`src/rtl/ysyx_22041071_mdu_pkg.sv`:
```
// Shared definitions for the MUL/DIV sequencer: ALU_ctrl opcodes, FSM states
// and the per-opcode unit-control decode.
package ysyx_22041071_mdu_pkg;

  typedef logic [4:0] alu_op_t;

  localparam alu_op_t ALU_MUL   = 5'd19;
  localparam alu_op_t ALU_MULH  = 5'd20;
  localparam alu_op_t ALU_MULHU = 5'd21;
  localparam alu_op_t ALU_MULW  = 5'd22;
  localparam alu_op_t ALU_DIV   = 5'd23;
  localparam alu_op_t ALU_DIVU  = 5'd24;
  localparam alu_op_t ALU_DIVW  = 5'd25;
  localparam alu_op_t ALU_DIVUW = 5'd26;
  localparam alu_op_t ALU_REM   = 5'd27;
  localparam alu_op_t ALU_REMU  = 5'd28;
  localparam alu_op_t ALU_REMUW = 5'd29;
  localparam alu_op_t ALU_REMW  = 5'd30;

  typedef enum logic [1:0] {
    ST_IDLE  = 2'd0,
    ST_ISSUE = 2'd1,
    ST_WAIT  = 2'd2,
    ST_DONE  = 2'd3
  } mdu_state_e;

  typedef struct packed {
    logic       mul_sel;
    logic [1:0] mul_signed;
    logic       mulw;
    logic       div_signed;
    logic       divw;
  } mdu_ctrl_t;

  function automatic logic is_mdu_op(input alu_op_t op);
    return (op >= ALU_MUL) && (op <= ALU_REMW);
  endfunction

  function automatic logic is_mul_op(input alu_op_t op);
    return (op >= ALU_MUL) && (op <= ALU_MULW);
  endfunction

  function automatic mdu_ctrl_t decode_ctrl(input alu_op_t op);
    mdu_ctrl_t c;
    c = '0;
    c.mul_sel = is_mul_op(op);
    case (op)
      ALU_MULH:                               c.mul_signed = 2'b11;
      ALU_MULW:                               begin c.mul_signed = 2'b11; c.mulw = 1'b1; end
      ALU_DIV, ALU_REM:                       c.div_signed = 1'b1;
      ALU_DIVW, ALU_REMW:                     begin c.div_signed = 1'b1; c.divw = 1'b1; end
      ALU_DIVUW, ALU_REMUW:                   c.divw = 1'b1;
      default:                                ;
    endcase
    return c;
  endfunction

endpackage

```
`src/rtl/ysyx_22041071_mdu_ctrl.sv`:
```
// EX-stage sequencer for the shared multiplier/divider: accepts one op, runs the
// unit handshake, formats and buffers the result, and handles flush/timeout.
module ysyx_22041071_mdu_ctrl
  import ysyx_22041071_mdu_pkg::*;
#(
  parameter int XLEN    = 64,
  parameter int TIMEOUT = 127,
  parameter int CNT_W   = 7
) (
  input  logic            clk,
  input  logic            reset,
  input  logic            op_valid,
  output logic            op_ready,
  input  logic [4:0]      op_code,
  input  logic [XLEN-1:0] src_a,
  input  logic [XLEN-1:0] src_b,
  input  logic            flush,
  output logic            res_valid,
  input  logic            res_ready,
  output logic [XLEN-1:0] res_data,
  output logic            res_err,
  output logic            busy,
  output logic [XLEN-1:0] opa,
  output logic [XLEN-1:0] opb,
  output logic            mul_valid,
  output logic            mulw,
  output logic [1:0]      mul_signed,
  input  logic            mul_ready,
  input  logic            mul_out_valid,
  input  logic [XLEN-1:0] result_h,
  input  logic [XLEN-1:0] result_l,
  output logic            div_valid,
  output logic            div_signed,
  output logic            divw,
  input  logic            div_ready,
  input  logic            div_out_valid,
  input  logic [XLEN-1:0] quot,
  input  logic [XLEN-1:0] rema,
  output logic            unit_flush
);

  mdu_state_e       state_q, state_d;
  alu_op_t          op_q;
  logic [CNT_W-1:0] cnt_q;
  mdu_ctrl_t        ctrl;
  logic             launch;
  logic             capture;
  logic             abort;
  logic             unit_done;
  logic             timed_out;

  function automatic logic [XLEN-1:0] sext32(input logic [XLEN-1:0] v);
    return {{(XLEN-32){v[31]}}, v[31:0]};
  endfunction

  function automatic logic [XLEN-1:0] format_result(
    input alu_op_t         op,
    input logic [XLEN-1:0] rh,
    input logic [XLEN-1:0] rl,
    input logic [XLEN-1:0] q,
    input logic [XLEN-1:0] r
  );
    case (op)
      ALU_MUL:               return rl;
      ALU_MULH, ALU_MULHU:   return rh;
      ALU_MULW:              return sext32(rl);
      ALU_DIV, ALU_DIVU:     return q;
      ALU_DIVW, ALU_DIVUW:   return sext32(q);
      ALU_REM, ALU_REMU:     return r;
      ALU_REMUW, ALU_REMW:   return sext32(r);
      default:               return '0;
    endcase
  endfunction

  assign ctrl      = decode_ctrl(op_q);
  assign unit_done = ctrl.mul_sel ? mul_out_valid : div_out_valid;
  assign timed_out = (cnt_q == CNT_W'(TIMEOUT - 1));
  assign busy      = (state_q != ST_IDLE);
  assign res_valid = (state_q == ST_DONE);

  // NOTE: every output of this block gets a default before the case; a path
  // that skips an assignment would otherwise infer a latch.
  always_comb begin
    state_d    = state_q;
    op_ready   = 1'b0;
    mul_valid  = 1'b0;
    mulw       = 1'b0;
    mul_signed = 2'b00;
    div_valid  = 1'b0;
    div_signed = 1'b0;
    divw       = 1'b0;
    unit_flush = 1'b0;
    launch     = 1'b0;
    capture    = 1'b0;
    abort      = 1'b0;

    case (state_q)
      ST_IDLE: begin
        // Gated by reset so op_ready is also low while reset is held.
        op_ready = reset & ~flush;
        if (op_valid && op_ready && is_mdu_op(op_code)) begin
          launch  = 1'b1;
          state_d = ST_ISSUE;
        end
      end
      ST_ISSUE: begin
        if (flush) begin
          unit_flush = 1'b1;
          state_d    = ST_IDLE;
        end else if (ctrl.mul_sel) begin
          mul_valid  = 1'b1;
          mul_signed = ctrl.mul_signed;
          mulw       = ctrl.mulw;
          if (mul_ready) state_d = ST_WAIT;
        end else begin
          div_valid  = 1'b1;
          div_signed = ctrl.div_signed;
          divw       = ctrl.divw;
          if (div_ready) state_d = ST_WAIT;
        end
      end
      ST_WAIT: begin
        if (flush) begin
          unit_flush = 1'b1;
          state_d    = ST_IDLE;
        end else if (unit_done) begin
          capture = 1'b1;
          state_d = ST_DONE;
        end else if (timed_out) begin
          unit_flush = 1'b1;
          abort      = 1'b1;
          state_d    = ST_DONE;
        end
      end
      ST_DONE: begin
        if (flush || res_ready) state_d = ST_IDLE;
      end
      default: state_d = ST_IDLE;
    endcase
  end

  // NOTE: sequential state uses non-blocking assignments so every register
  // samples pre-edge values regardless of statement order.
  always_ff @(posedge clk or negedge reset) begin
    if (!reset) begin
      state_q  <= ST_IDLE;
      op_q     <= '0;
      opa      <= '0;
      opb      <= '0;
      cnt_q    <= '0;
      res_data <= '0;
      res_err  <= 1'b0;
    end else begin
      state_q <= state_d;

      if (launch) begin
        op_q <= op_code;
        opa  <= src_a;
        opb  <= src_b;
      end

      // Held at zero through ISSUE so WAIT always starts counting from zero.
      if (state_q == ST_ISSUE)     cnt_q <= '0;
      else if (state_q == ST_WAIT) cnt_q <= cnt_q + CNT_W'(1);

      if (capture) begin
        res_data <= format_result(op_q, result_h, result_l, quot, rema);
        res_err  <= 1'b0;
      end else if (abort) begin
        res_data <= '0;
        res_err  <= 1'b1;
      end else if (state_d == ST_IDLE) begin
        res_err  <= 1'b0;
      end
    end
  end

endmodule

```
`config.mk`:
```
export PLATFORM = sky130hd
export DESIGN_NAME = ysyx_22041071_mdu_ctrl
export DESIGN_NICKNAME = d
export VERILOG_FILES = /design/src/rtl/ysyx_22041071_mdu_pkg.sv /design/src/rtl/ysyx_22041071_mdu_ctrl.sv
export SDC_FILE = /design/constraint.sdc
export NUM_CORES = 1
export LEC_CHECK = 0
export BUFFER_PORTS_ARGS = -buffer_cell sky130_fd_sc_hd__buf_2
export CAP_MARGIN = 10
export CORE_AREA = 2 2 233 235
export DETAILED_ROUTE_END_ITERATION = 8
export DIE_AREA = 0 0 235 237
export HOLD_SLACK_MARGIN = 0.12
export SLEW_MARGIN = 40
export SYNTH_ARGS = -nofsm -noshare
export SYNTH_HDL_FRONTEND = slang
export SYNTH_SLANG_ARGS = --single-unit
```
`constraint.sdc`:
```
create_clock -name clk -period 5.9 [get_ports clk]
set_input_delay 1.18 -clock clk [delete_from_list [all_inputs] [get_ports clk]]
set_output_delay 1.18 -clock clk [all_outputs]
set_load 0.01 [all_outputs]
```
### Yosys cells after proc, flatten, opt, wreduce, memory -nomap -nowiden

Cells that the tools add are included.
Widths: inputs -> output; s select.

* flip-flop bits (word level): 207
* input bits: 398
* output and inout bits: 204
* logic and storage cells: 103

* add/subtract/negate cells: 1
* magnitude comparators: 4
* equal/unequal tests: 16
* multiplexer cells: 54
* bitwise operators: 2
* reductions and logical operators: 19

Operator list (count)
* $pmux 64 s7: 1
* $mux 64: 2
* $eq 5x5->1 const B: 12
* $mux 1: 34
* $mux 2: 13
* $mux 7: 2
* $reduce_or 2->1: 6
* $ge 5x5->1 const B: 2
* $le 5x5->1 const B: 2
* $pmux 2 s4: 1
* $reduce_or 4->1: 2
* $add 7x1->7 const B: 1
* $eq 7x7->1 const B: 1
* $reduce_bool 2->1: 3
* $eq 2x2->1 const B: 2
* $logic_and 1x1->1: 4
* $logic_not 2->1: 2
* $reduce_bool 3->1: 1
* $eq 2x1->1 const B: 1
* $pmux 1 s2: 1
* $and 1x1->1: 1
* $logic_or 1x1->1: 1
* $not 1->1: 1

### Longest topological paths before layout

* word-level depth: 10
* depth in mapped cells: 9
* gate-level depth less buffers: 7

### Worst setup path after synthesis

No wires, ideal clock.

* path kind: input to output
* from: in div_out_valid
* to: out unit_flush
* arrival: 2095 ps
* required time: 4720 ps
* path slack: 2625 ps
* stages: 5
* buffers on the path: 0
* cell sequence: nand4_1 -> o221ai_2 -> nor4_1 -> nand2_1 -> a21oi_1

* cells in the longest elaborated chain, start to end: 4

Ends and longest elaborated chain
* start, declared: RTL line ysyx_22041071_mdu_ctrl.sv:36 `input logic div_out_valid,`
* $mux 1: RTL line ysyx_22041071_mdu_ctrl.sv:76 `assign unit_done = ctrl.mul_sel ? mul_out_valid : div_out_valid;`
* $mux 1: RTL line ysyx_22041071_mdu_ctrl.sv:126 `end else if (unit_done) begin`
* $mux 1: RTL line ysyx_22041071_mdu_ctrl.sv:123 `if (flush) begin`
* $pmux 1 s2: RTL line ysyx_22041071_mdu_ctrl.sv:97 `case (state_q)`
* end, declared: RTL line ysyx_22041071_mdu_ctrl.sv:39 `output logic unit_flush`

No other way between the ends.

### Worst setup path after layout

* from: reg op_q[1]
* to: out unit_flush

* cells in the longest elaborated chain, start to end: 6
* elaborated cells on any way between the ends: 7
* classes of those cells: order compare: 2; mux: 4; reduce/logical: 1

Ends and longest elaborated chain
* start, declared: RTL line ysyx_22041071_mdu_ctrl.sv:43 `alu_op_t op_q;`
* start signal, assigned: RTL line ysyx_22041071_mdu_ctrl.sv:157 `op_q <= op_code;`
* $ge 5x5->1 or $le 5x5->1 (tied branches): RTL line ysyx_22041071_mdu_pkg.sv:40 `return (op >= ALU_MUL) && (op <= ALU_MULW);`
* $logic_and 1x1->1 (*): RTL line ysyx_22041071_mdu_pkg.sv:40
* $mux 1 (*): RTL line ysyx_22041071_mdu_ctrl.sv:76
* $mux 1 (*): RTL line ysyx_22041071_mdu_ctrl.sv:126
* $mux 1 (*): RTL line ysyx_22041071_mdu_ctrl.sv:123
* $pmux 1 s2 (*): RTL line ysyx_22041071_mdu_ctrl.sv:97

Mark *: on every way between the ends. The rest lies on a longest branch, timed or not.

==> results.json <==
{
  "fin_area_um2": 14100,
  "dr_wl_met2_mm": 18.72,
  "fin_tns_setup_ns": 0,
  "syn-num-nets": 1195,
  "async_flop_share": 1.000,
  "status": "finished clean",
  "yosys_warnings": 0,
  "drt-pass1-iter-count": 9,
  "swShare": 0.3633,
  "synthCells": 790,
  "hp-class": "flip-flop to flip-flop",
  "ys_seq_area_frac": 0.5368,
  "stdcell_count": 2076,
  "startpoint_type": "flip-flop",
  "cts_resized": 0,
  "root_buffer": "clkbuf_16",
  "endpoint_kind": "output port",
  "p_leak_nw": 7.149,
  "drtIter0Drc": 598,
  "grt_use_total": 0.1295,
  "p_sw_w": 0.002156,
  "postCtsSetupBuffers": 0,
  "path_clk_slew_ns": 0.06,
  "synth_flop_cell": "dfrtp_1",
  "relSlewSlack": 0.5120,
  "nFillCells": 5617,
  "route.detailed.drc": 0,
  "grt_antenna_before_repair": 4,
  "met1_length_mm": 15.00,
  "avgViaCountPerCell": 4.416,
  "fin_crit_sh": 0.6655,
  "htree_levels": 1,
  "grt_pass1_wl_mm": 56.11,
  "initial_core_util": 0.1811,
  "die_h_um": 237,
  "grt_pass1_vias": 9318,
  "worst_ep_required_time_ns": 4.72,
  "layout.nets": 1769,
  "cts_buffers": 25,
  "power_frac_seq": 0.365,
  "io_pins": 602,
  "setup_violations": 0,
  "powerDensity_nw_per_um2": 421.0,
  "worstMarginPinSlew_ns": 0.7320,
  "cts_buffer_depth": 3,
  "fp.dieArea_um2": 55700,
  "fin_skew_ns": 0.01614,
  "p_clk_frac": 0.243,
  "grt_start_max_net_pins": 75,
  "p_comb_frac": 0.392,
  "drive_gt1_frac": 0.5794,
  "finalHoldViolations": 0,
  "layout_min_cycle_time_ns": 3.926,
  "area_delta_synth_final_pct": 46.08,
  "peakVddDrop_v": 0.0002099,
  "drv_slew": 0,
  "place_inst": 2033,
  "final_common_cell": "buf_2",
  "ys_ff_latch": 207,
  "top_layer": "met5",
  "syn_avg_cell_area_um2": 12.21,
  "grt-ovfl-total": 0,
  "holdBufCountCts": 0,
  "antenna_left": 0,
  "fmax_mhz": 254.7,
  "arrival_ns": 2.75,
  "drt-total-wl_mm": 38.34,
  "rsz0062_at_grt": "no",
  "dpl.hpwl_mm": 29.02,
  "p_int_w": 0.003779,
  "core_region_area_um2": 53280,
  "max-cap-violations": 0,
  "synth_edf_count": 0,
  "via_count": 9168,
  "layout_common_cells": "buf_2 (600), dfrtp_1 (207), mux2_2 (132)",
  "rows": 85,
  "die-width_um": 235,
  "clk_latency_ns": 0.54,
  "syn_area_um2": 9649,
  "synth.distinct_cells": 64,
  "clock-sinks": 207,
  "cts_tree": "done",
  "wl_per_cell_um": 18.47,
  "place_area_um2": 13330,
  "crit_type": "flip-flop to output port",
  "dr_wl_met3_mm": 3.094,
  "cp_max_fo": 18,
  "gp_congestion": 0.9057,
  "numPortBuffers": 601
}
==> kinds of logic after synthesis <==
family                     count (synthesis)  synth area share
and+or+nand+nor                          161           0.08208
muxes                                    133            0.1556
AOI/OAI and AO/OA                        201            0.1693
xor gates and xnor gates                   5          0.004539
buffers and inverters                     76           0.04253
DFF                                      207            0.5368
adders and majority gates                  7          0.009076
==> flip-flops by register name, summed over array words and instances (netlist names) <==
register  cells
cnt_q         7
opb          64
opa          64
state_q       2
op_q          5
res_data     64
res_err       1
==> synthesized netlist by cell type, types with 2 or more instances <==
master	number	area (µm²)
a31oi_1	2	12.51
a222oi_1	64	640.6
xnor2_1	2	17.52
xor2_1	3	26.28
a21boi_1	12	90.09
buf_1	4	15.01
o21ai_1	23	115.1
o21ai_0	19	95.09
a21boi_0	21	157.7
nand2b_1	5	31.28
mux2_2	132	1486
nor2b_1	4	25.02
nand2_1	81	304.0
nand4_1	3	18.77
and2_1	5	31.28
nor2_1	9	33.78
buf_4	11	82.58
clkbuf_1	14	52.55
a22o_1	32	280.3
ha_1	7	87.58
a211oi_1	3	22.52
buf_2	31	155.2
dfrtp_1	207	5180
nand3_1	32	160.2
buf_6	6	67.56
inv_1	10	37.54
nor3_1	2	10.01
and3_1	2	12.51
nor4b_1	2	17.52
a21oi_1	5	25.02
o211a_1	2	20.02
o31ai_1	2	15.01
a21oi_2	2	17.52
==> area by class of cell <==
type                       instances  area [µm²]  share of cell area
sequential                       207        5180              0.3675
tap                              696       870.8             0.06178
timing repair buffer             613        3132              0.2222
inverter                          10       37.54            0.002663
clock buffer                      37       720.7             0.05113
antenna                            1       2.502           0.0001775
multi-input combinational        507        4124              0.2926
clock inverter                     5       28.78            0.002042
==> worst max-delay path, cell delays in order (launching register included) <==
cell and delay, ns:
dfrtp_1 0.78, a21boi_1 0.20, o211a_1 0.34, nor4_1 0.45
nand2_1 0.10, a21oi_1 0.17, buf_2 0.16
==> worst paths after layout <==
kind	depth (start not counted)	from	slack, ns	end
max reg2reg	6	op_q[1]$_DFFE_PN0P_	2.92	res_data[50]$_DFFE_PN0P_
min in group asynchronous	1	reset	0.54	res_data[25]$_DFFE_PN0P_
max	6	op_q[1]$_DFFE_PN0P_	1.97	unit_flush
min reg2reg	2	res_data[7]$_DFFE_PN0P_	0.48	res_data[7]$_DFFE_PN0P_
max in group asynchronous	3	reset	3.82	res_data[47]$_DFFE_PN0P_
min	2	res_data[7]$_DFFE_PN0P_	0.48	res_data[7]$_DFFE_PN0P_
==> per-layer routing <==
metal	global-route usage	up-vias
met3	0.03287	70
met4	0.06080	2
met1	0.1539	4507
met5	0	-
met2	0.2187	452
li1	-	4137
==> stage by stage <==
| step | util | power, W | setup slack [ns] | hold slack, ns |
|---|---|---|---|---|
| 6_report | 0.2646 | 0.005935 | 1.974 | 0.4806 |
| 5_1_grt | 0.2646 | 0.006304 | 1.693 | 0.5028 |
| 4_1_cts | 0.2642 | 0.006028 | 1.926 | 0.4829 |
| 3_5_place_dp | 0.2501 | 0.004539 | 2.147 | 0.4698 |
| 3_3_place_gp | 0.2497 | 0.004469 | 2.204 | 0.4645 |
| 2_1_floorplan | - | 0.003516 | 2.625 | 0.4448 |
==> power groups by stage <==
stage               clock network, W  logic, W  registers, W
detailed placement                 0   0.00235       0.00219
finish                       0.00144   0.00233       0.00217
global route                 0.00156   0.00252       0.00223
global placement                   0   0.00231       0.00216
floorplan                          0   0.00121       0.00230
CTS                          0.00149   0.00237       0.00217
Note: power is estimated with default switching activity, not from simulation.
